**config.mk**
```make
export PLATFORM = sky130hd
export DESIGN_NAME = multicycle_controller
export DESIGN_NICKNAME = d
export VERILOG_FILES = /design/src/rtl/multicycle_controller.sv
export SDC_FILE = /design/constraint.sdc
export NUM_CORES = 1
export LEC_CHECK = 0
export ABC_AREA = 1
export BUFFER_PORTS_ARGS = -buffer_cell sky130_fd_sc_hd__clkbuf_2
export CAP_MARGIN = 20
export CORE_MARGIN = 2
export CORE_UTILIZATION = 35
export DETAILED_ROUTE_END_ITERATION = 6
export PLACE_DENSITY = 0.69
export REMOVE_ABC_BUFFERS = 1
export SLEW_MARGIN = 20
export SYNTH_ARGS = -nofsm -noshare
export SYNTH_HDL_FRONTEND = slang
export SYNTH_SLANG_ARGS = --single-unit
```
**constraint.sdc**
```tcl
create_clock -name clk -period 1.35 [get_ports clk]
set_input_delay 0.0675 -clock clk [delete_from_list [all_inputs] [get_ports clk]]
set_output_delay 0.0675 -clock clk [all_outputs]
set_load 0.005 [all_outputs]
```
**src/rtl/multicycle_controller.sv**
```systemverilog
// -----------------------------------------------------------------------------
// multicycle_controller
//   Control FSM for a multicycle RISC-V datapath. One unified memory and a
//   single ALU are time-shared across fetch, decode, address, execute and
//   write-back steps. The FSM sequences every write enable and mux select and
//   waits on a memory-ready handshake in the memory-access states.
//
// Optional build macro:
//   ILLEGAL_TRAP_EN - when defined, an unrecognised opcode in DECODE traps into
//                     HALT (code 15), raises a sticky 'illegal' flag and stays
//                     there until reset. When undefined, the opcode is dropped
//                     as a no-op (back to FETCH, no retire), 'illegal' is 0.
//
// Ports:
//   clk, reset          rising-edge clock, asynchronous active-high reset
//   op, funct3,funct7b5 instruction fields from the instruction register
//   Zero                ALU zero flag (branch decision)
//   mem_ready           memory finishes the current access this cycle
//   PCWrite..RegWrite   datapath enables and mux selects (combinational)
//   instr_done          one-cycle pulse in the final cycle of an instruction
//   retire_count        registered count of retired instructions (wraps)
//   state               current state code, for debug
//   illegal             sticky illegal-opcode flag (registered)
// -----------------------------------------------------------------------------
module multicycle_controller #(
  parameter int CNT_W = 32
) (
  input  logic             clk,
  input  logic             reset,
  input  logic [6:0]       op,
  input  logic [2:0]       funct3,
  input  logic             funct7b5,
  input  logic             Zero,
  input  logic             mem_ready,
  output logic             PCWrite,
  output logic             AdrSrc,
  output logic             MemWrite,
  output logic             IRWrite,
  output logic [1:0]       ResultSrc,
  output logic [1:0]       ALUSrcA,
  output logic [1:0]       ALUSrcB,
  output logic [1:0]       ImmSrc,
  output logic [2:0]       ALUControl,
  output logic             RegWrite,
  output logic             instr_done,
  output logic [CNT_W-1:0] retire_count,
  output logic [3:0]       state,
  output logic             illegal
);

  typedef enum logic [3:0] {
    S_FETCH    = 4'd0,
    S_DECODE   = 4'd1,
    S_MEMADR   = 4'd2,
    S_MEMREAD  = 4'd3,
    S_MEMWB    = 4'd4,
    S_MEMWRITE = 4'd5,
    S_EXECR    = 4'd6,
    S_EXECI    = 4'd7,
    S_ALUWB    = 4'd8,
    S_BEQ      = 4'd9,
    S_JAL      = 4'd10,
    S_HALT     = 4'd15
  } state_e;

  localparam logic [2:0] ALU_ADD = 3'b000;
  localparam logic [2:0] ALU_SUB = 3'b001;
  localparam logic [2:0] ALU_AND = 3'b010;
  localparam logic [2:0] ALU_OR  = 3'b011;
  localparam logic [2:0] ALU_SLT = 3'b101;

  state_e           state_q, state_d;
  logic [CNT_W-1:0] retire_q, retire_d;
  logic             illegal_q, illegal_d;

  // Raw enables before the reset gate.
  logic pc_write_s, mem_write_s, ir_write_s, reg_write_s;

  // ALU operation for execute states. Instr[30] only selects sub for R-type
  // (op[5]=1); for I-type it is an immediate bit and must not turn addi into sub.
  function automatic logic [2:0] alu_decode(input logic       op5,
                                            input logic [2:0] f3,
                                            input logic       f7b5);
    logic [2:0] res;
    case (f3)
      3'b000:  res = (f7b5 & op5) ? ALU_SUB : ALU_ADD;
      3'b010:  res = ALU_SLT;
      3'b110:  res = ALU_OR;
      3'b111:  res = ALU_AND;
      default: res = ALU_ADD;
    endcase
    return res;
  endfunction

  // Immediate format from the opcode, independent of state.
  function automatic logic [1:0] imm_decode(input logic [6:0] opc);
    logic [1:0] res;
    case (opc)
      7'b0100011: res = 2'b01;  // S (sw)
      7'b1100011: res = 2'b10;  // B (beq)
      7'b1101111: res = 2'b11;  // J (jal)
      default:    res = 2'b00;  // I (lw, I-ALU) and don't-care formats
    endcase
    return res;
  endfunction

  // State, retire counter and sticky illegal flag.
  always_ff @(posedge clk or posedge reset) begin
    if (reset) begin
      state_q   <= S_FETCH;
      retire_q  <= '0;
      illegal_q <= 1'b0;
    end else begin
      state_q   <= state_d;
      retire_q  <= retire_d;
      illegal_q <= illegal_d;
    end
  end

  // Next-state and per-state control outputs.
  always_comb begin
    state_d     = state_q;
    pc_write_s  = 1'b0;
    AdrSrc      = 1'b0;
    mem_write_s = 1'b0;
    ir_write_s  = 1'b0;
    ResultSrc   = 2'b00;
    ALUSrcA     = 2'b00;
    ALUSrcB     = 2'b00;
    ALUControl  = ALU_ADD;
    reg_write_s = 1'b0;
    instr_done  = 1'b0;

    case (state_q)
      S_FETCH: begin
        ALUSrcB    = 2'b10;
        ResultSrc  = 2'b10;
        ir_write_s = mem_ready;
        pc_write_s = mem_ready;
        state_d    = mem_ready ? S_DECODE : S_FETCH;
      end
      S_DECODE: begin
        // Branch target is computed here and parked in ALUOut.
        ALUSrcA = 2'b01;
        ALUSrcB = 2'b01;
        case (op)
          7'b0000011, 7'b0100011: state_d = S_MEMADR;
          7'b0110011:             state_d = S_EXECR;
          7'b0010011:             state_d = S_EXECI;
          7'b1100011:             state_d = S_BEQ;
          7'b1101111:             state_d = S_JAL;
`ifdef ILLEGAL_TRAP_EN
          default:                state_d = S_HALT;
`else
          default:                state_d = S_FETCH;
`endif
        endcase
      end
      S_MEMADR: begin
        ALUSrcA = 2'b10;
        ALUSrcB = 2'b01;
        state_d = op[5] ? S_MEMWRITE : S_MEMREAD;
      end
      S_MEMREAD: begin
        AdrSrc  = 1'b1;
        state_d = mem_ready ? S_MEMWB : S_MEMREAD;
      end
      S_MEMWB: begin
        ResultSrc   = 2'b01;
        reg_write_s = 1'b1;
        instr_done  = 1'b1;
        state_d     = S_FETCH;
      end
      S_MEMWRITE: begin
        // Strobe is held until the memory accepts the write.
        AdrSrc      = 1'b1;
        mem_write_s = 1'b1;
        instr_done  = mem_ready;
        state_d     = mem_ready ? S_FETCH : S_MEMWRITE;
      end
      S_EXECR: begin
        ALUSrcA    = 2'b10;
        ALUSrcB    = 2'b00;
        ALUControl = alu_decode(op[5], funct3, funct7b5);
        state_d    = S_ALUWB;
      end
      S_EXECI: begin
        ALUSrcA    = 2'b10;
        ALUSrcB    = 2'b01;
        ALUControl = alu_decode(op[5], funct3, funct7b5);
        state_d    = S_ALUWB;
      end
      S_ALUWB: begin
        ResultSrc   = 2'b00;
        reg_write_s = 1'b1;
        instr_done  = 1'b1;
        state_d     = S_FETCH;
      end
      S_BEQ: begin
        ALUSrcA    = 2'b10;
        ALUSrcB    = 2'b00;
        ALUControl = ALU_SUB;
        ResultSrc  = 2'b00;
        pc_write_s = Zero;
        instr_done = 1'b1;
        state_d    = S_FETCH;
      end
      S_JAL: begin
        // Jump to the target held in ALUOut while OldPC+4 is computed for rd;
        // the link write and retire happen in ALUWB.
        ALUSrcA    = 2'b01;
        ALUSrcB    = 2'b10;
        ALUControl = ALU_ADD;
        ResultSrc  = 2'b00;
        pc_write_s = 1'b1;
        state_d    = S_ALUWB;
      end
`ifdef ILLEGAL_TRAP_EN
      S_HALT: begin
        state_d = S_HALT;
      end
`endif
      default: begin
        state_d = S_FETCH;
      end
    endcase
  end

  // Counter and sticky-flag next values.
  always_comb begin
    retire_d = retire_q;
    if (instr_done) begin
      retire_d = retire_q + CNT_W'(1);
    end else begin
      retire_d = retire_q;
    end
`ifdef ILLEGAL_TRAP_EN
    illegal_d = illegal_q | (state_d == S_HALT);
`else
    illegal_d = 1'b0;
`endif
  end

  // Write enables are suppressed for as long as reset is asserted.
  assign PCWrite      = pc_write_s  & ~reset;
  assign IRWrite      = ir_write_s  & ~reset;
  assign MemWrite     = mem_write_s & ~reset;
  assign RegWrite     = reg_write_s & ~reset;
  assign ImmSrc       = imm_decode(op);
  assign retire_count = retire_q;
  assign state        = state_q;
  assign illegal      = illegal_q;

endmodule

```
# Word-level counts from Yosys, hierarchy flattened
# Cells that the tools add are included.
[totals]
regBits = 36
input_bits = 15
output_inout_bits = 54
wordCells = 59
[classes]
add_sub_neg = 1
eq_ne = 19
muxes = 19
bitwise_logic = 6
n_reduce_logical = 12
[op_table]
columns = ["op", "count"]
rows = [
  ["adder 32 x 1 -> 32 bit, second input constant", 1],
  ["one-hot mux 4 bit (6 select lines)", 1],
  ["one-hot mux 4 bit (5 select lines)", 1],
  ["== test 4 x 3 -> 1 bit, second input constant", 4],
  ["== test 7 x 6 -> 1 bit, second input constant", 2],
  ["== test 7 bit, second input constant", 2],
  ["== test 4 bit, second input constant", 3],
  ["one-hot mux 2 bit (2 select lines)", 3],
  ["one-hot mux 3 bit (4 select lines)", 1],
  ["OR reduction 2 bit", 6],
  ["2-to-1 mux 3 bit", 3],
  ["OR reduction 3 bit", 3],
  ["== test 4 x 2 -> 1 bit, second input constant", 2],
  ["== test 7 x 2 -> 1 bit, second input constant", 1],
  ["== test 7 x 5 -> 1 bit, second input constant", 1],
  ["== test 3 bit, second input constant", 2],
  ["2-to-1 mux 1 bit", 6],
  ["one-hot mux 2 bit (3 select lines)", 1],
  ["one-hot mux 3 bit (2 select lines)", 1],
  ["bitwise AND 1 bit", 5],
  ["== test 4 x 1 -> 1 bit, second input constant", 1],
  ["logical NOT 4 bit", 1],
  ["OR reduction 4 bit", 1],
  ["== test 3 x 2 -> 1 bit, second input constant", 1],
  ["4 further kinds", 4],
]

# Longest topological paths before layout
[logic_depth]
depth_word = 4
depth_mapped = 10
mapped_depth_nobuf = 10

# Worst setup path before layout
# OpenSTA, ideal clock, no wires.
[synth_path]
path_type = "flip-flop to flip-flop"
from = "reg retire_q[0], in the netlist retire_count[0]"
to = "reg retire_q[30], in the netlist retire_count[30]"
setup_time_ps = 116
arrival_time_ps = 1212
required_ps = 1234
path_slack_ps = 22
stages_incl_launch_ff = 11
synth_period_minus_slack_ps = 1328
cell_sequence = "dfrtp_1 -> ha_1 -> inv_1 -> nor2_1 -> nand2_1 -> nor2_2 -> nand2_1 -> nand2_1 -> nand2_1 -> nand2_1 -> nand2_1"
[synth_between]
elab_chain_len = 1
[synth_rtl]
columns = ["item", "line_no", "rtl"]
rows = [
  ["start: declaration", "73", "logic [CNT_W-1:0] retire_q, retire_d;"],
  ["start signal: assignment", "115", "retire_q <= retire_d;"],
  ["adder 32 x 1 -> 32 bit", "233", "retire_d = retire_q + CNT_W'(1);"],
]
# No other way between the ends.
# A chain may end at the register's enable or synchronous reset.

# Final worst setup path
[layout_path]
from = "reg state_q[0], in the netlist state[0]"
to = "out PCWrite"
[layout_between]
elab_chain_len = 3
word_cells_on_any_way = 5
[layout_rtl]
columns = ["item", "line_no", "rtl"]
rows = [
  ["start: declaration", "72", "state_e state_q, state_d;"],
  ["start signal: assignment", "114", "state_q <= state_d;"],
  ["== test 4 bit / logical NOT 4 bit (equally long branches)", "134", "case (state_q)"],
  ["one-hot mux 1 bit (3 select lines) *", "134", ""],
  ["bitwise AND 1 bit *", "245", "assign PCWrite = pc_write_s & ~reset;"],
  ["end: declaration", "35", "output logic PCWrite,"],
]
# Mark *: on every way between the ends. The rest lies on a longest branch, timed or not.

==> impl_metrics.tcl <==
set metrics [dict create \
    run_status "complete, but fails checks" \
    failing_checks "setup timing" \
    antenna_left 0 \
    number_of_buffers_on_the_longest_clock_path 2 \
    setup_ws_pre_cts_ns -0.0853 \
    maxCapViolations 0 \
    cp_slowest_stage_delay_ns 0.44 \
    clk_pwr_share_pct 32.0 \
    synth-seq-area-share_pct 34.9 \
    power_switching_share_pct 30.5 \
    yosys-top-cells-count "sky130_fd_sc_hd__nand2_1 (161), sky130_fd_sc_hd__nor2_1 (60), sky130_fd_sc_hd__inv_1 (47)" \
    worst_ir_drop_vdd_uv 346 \
    synth-simple-area-share_pct 45.9 \
    cts_htree_levels 2 \
    post_synth_instance_area_sq_um 2580 \
    synthMuxAreaShare_pct 0 \
    synth-seq-cells 36 \
    top_level_ports 69 \
    place_hpwl_mm 5.83 \
    synthMostInstantiatedCell "sky130_fd_sc_hd__nand2_1" \
    vias_after_detailed_routing 3015 \
    yosysWarningCount 0 \
    power.switching_mw 0.932 \
    final_number_of_setup_violating_endpoints 48 \
    p_comb_share_pct 29.1 \
    grt_antenna_before_repair 0 \
    yosysTopAreaCellShare_pct 34.9 \
    synth_top_flop_cell "sky130_fd_sc_hd__dfrtp_1" \
    grt_pass1_vias 3045 \
    p_seq_share_pct 38.8 \
    first_iter_violations 137 \
    worst_setup_path_end_kind "output port" \
    area_growth_syn_to_layout_pct 62.2 \
    route.final.wire_length_mm 8.55 \
    area.sequential_sq_um 903 \
    finalHoldViolCount 0 \
    postPlaceCellArea_sq_um 3380 \
    synth-adder-area-share_pct 0.485 \
    wp_data_required_ns 1.28 \
    finalClockSkew_ns 0.00490 \
    number_of_synthesized_flops_with_an_enable_pin 0 \
    cts.reportedPaths.clkPinSlew_ns 0.08 \
    synth_top_family_by_area "simple AND/OR/NAND/NOR gates" \
    finalSetupTns_ns -8.88 \
    cts.sinks 36 \
    highest_clock_rate_mhz 593 \
    grt_max_degree 37 \
    power.internal_mw 2.12 \
    area_of_the_multi_input_gates_sq_um 1750 \
    cts_buffers 5 \
    grt_setup_unrepaired "yes" \
    initial_utilization_pct 36.0 \
    yosys.area_share.xor_xnor_pct 5.09 \
    period_share_pct 125 \
    fraction_of_final_layout_cells_sized_beyond_drive_strength_1_pct 46.1 \
    path_class "register to output port" \
    drc_errors 0 \
    finalWorstSetupSlack_ns -0.337 \
    gpl.final_weighted_congestion 0.991 \
    asyncSetResetFlopFracSynth_pct 100 \
    io_buffers 67 \
    hold_path.class "primary input to register" \
    slew_viol_final 0 \
    worst_skew_pair.late_latency_ns 0.30 \
    netlist-cell-type-count 33 \
    p_per_area_nw_per_um2 730 \
    groute.usage.overall_pct 21.0 \
    post-synth-top-area-cell "sky130_fd_sc_hd__dfrtp_1" \
    placementRows 31 \
    critical_path.top_delay_family "flip-flops" \
    globalRouteOverflowTotal 0 \
    timing.critical_path.slowest_stage_cell "sky130_fd_sc_hd__dfrtp_2" \
    post_layout_minimum_cycle_time_ns 1.69 \
    nets 562 \
    drt-pass1-iter-count 4 \
    critPathMaxFanout 3 \
    die_area_sq_um 8070 \
    core_area_sq_um 7180 \
    detail_route.wl_per_cell_um 13.2 \
    num_antenna_cells 0 \
    stdcell_area_sq_um 4190 \
    path_buf_inv 4 \
    leakage_nw 2.17 \
    n_fill_cell 632 \
    worst_hold_margin_ns 0.0754 \
    synth_top_cells_by_area "sky130_fd_sc_hd__dfrtp_1 (35%), sky130_fd_sc_hd__nand2_1 (23%), sky130_fd_sc_hd__nor2_1 (8.7%)" \
    critical_path.cell_chain "nor2_4 -> inv_2 -> nor2_4 -> inv_2 -> nor2_4 -> inv_2 -> a31oi_1 -> buf_2" \
    grt_first_pass_wirelength_mm 14.0 \
    viasPerCell 4.67 \
    syn_avg_cell_area_sq_um 6.48 \
    synth_compound_area_share_pct 3.01 \
    startpoint_class_of_the_critical_path "register" \
    synthesis.instances 398 \
    tritoncts_clock_tree "built" \
    die_h_um 89.9 \
    critical_path_arrival_ns 1.62 \
    root_buffer "sky130_fd_sc_hd__clkbuf_8" \
    die_width_um 89.9 \
]
## worst paths after layout
path / slack, ns / startpoint / endpoint / depth (start not counted)
max in group asynchronous: 0.51 / reset / state[0]$_DFF_PP0_ / 4
worst min-delay path: 0.08 / op[5] / state[0]$_DFF_PP0_ / 2
worst max-delay path: -0.34 / state[0]$_DFF_PP0_ / PCWrite / 8
min in group asynchronous: 0.49 / reset / state[2]$_DFF_PP0_ / 4
worst min register to register: 0.52 / retire_count[10]$_DFFE_PP0P_ / retire_count[10]$_DFFE_PP0P_ / 1
worst max register to register: -0.24 / state[3]$_DFF_PP0_ / retire_count[17]$_DFFE_PP0P_ / 11
## timing repair
action | 4_1_cts | 5_1_grt
pin swaps | 29 | 22
hold buffers | 1 | 0
endpoints found under the hold margin | 36 | 0
setup endpoints to repair | 45 | 48
setup buffers | 21 | 9
resized for setup | 85 | 62
gates cloned | 2 | 0
## per-layer routing
metal | vias up | part of all wire [%] | GRT usage (%)
met3 | 21 | 3.7 | 3.02
met5 | - | 0 | 0
met2 | 87 | 52 | 38.3
li1 | 1514 | - | -
met1 | 1393 | 41 | 25.3
met4 | 0 | 3.4 | 7.56
## kinds of logic (layout without fill, tap and decap cells)
logic type,after synthesis,after routing
AND/OR/NAND/NOR,276,276
other,1,1
XOR/XNOR,15,15
buffers and inverters,57,206
flip-flops,36,36
adder cells (fa/ha/maj),1,1
AO/OA/AOI/OAI,12,12
## cells in the final DEF (no fill, tap or decap), drive strengths merged
master | netlist | layout
dfrtp | 36 | 36
clkinvlp | 0 | 1
nand3 | 26 | 26
bufinv | 0 | 1
and3 | 1 | 1
conb | 1 | 1
nor3 | 1 | 1
xnor2 | 9 | 9
ha | 1 | 1
o211ai | 3 | 3
a31oi | 2 | 2
inv | 51 | 51
nand3b | 2 | 2
dlygate4sd3 | 0 | 1
clkinv | 0 | 2
a21oi | 1 | 1
clkbuf | 0 | 66
nand2 | 170 | 170
buf | 6 | 84
nor4 | 1 | 1
o21ai | 5 | 5
o2111ai | 1 | 1
nor2 | 69 | 69
xor2 | 6 | 6
nand4 | 6 | 6
## layout make-up
cell class,instances,share of cell area (%)
multi-input cells,305,41.8
inverters,51,5.08
repair buffers,146,25.5
flip-flops and latches,36,21.6
clock inverters,3,1.02
clock buffers,5,1.64
repair inverters,1,0.389
well taps,99,2.96
## worst reg2reg max path: stages (launching register included)
cell	delay [ns]
sky130_fd_sc_hd__dfrtp_1	0.41
sky130_fd_sc_hd__inv_2	0.12
sky130_fd_sc_hd__buf_6	0.12
sky130_fd_sc_hd__nand2_4	0.06
sky130_fd_sc_hd__nor2_4	0.14
sky130_fd_sc_hd__nand2_2	0.07
sky130_fd_sc_hd__nand3_4	0.09
sky130_fd_sc_hd__buf_12	0.13
sky130_fd_sc_hd__buf_8	0.12
sky130_fd_sc_hd__nand2_4	0.06
sky130_fd_sc_hd__o21ai_2	0.11
sky130_fd_sc_hd__nand2_1	0.05
## power by group through the flow
stage | sequential [mW] | combinational [mW] | clock [mW]
final | 1.19 | 0.890 | 0.978
after global routing | 1.19 | 0.960 | 1.04
after CTS | 1.18 | 0.791 | 0.994
after detailed placement | 1.20 | 0.596 | 0
after global placement | 1.19 | 0.585 | 0
after floorplan | 1.22 | 0.230 | 0
## registers in the layout, indices dropped and copies added, names as in the netlist
name,cells
state,4
retire_count,32
## through the flow
step | cells | power (mW) | util [%]
finish | 646 | 3.05 | 58.3
global route | 646 | 3.19 | 58.3
CTS | 642 | 2.97 | 55.3
detailed placement | 612 | 1.80 | 47.2
global placement | 612 | 1.78 | 47.2
floorplan | 392 | 1.45 | -
Power figures use the tool's default switching activity.
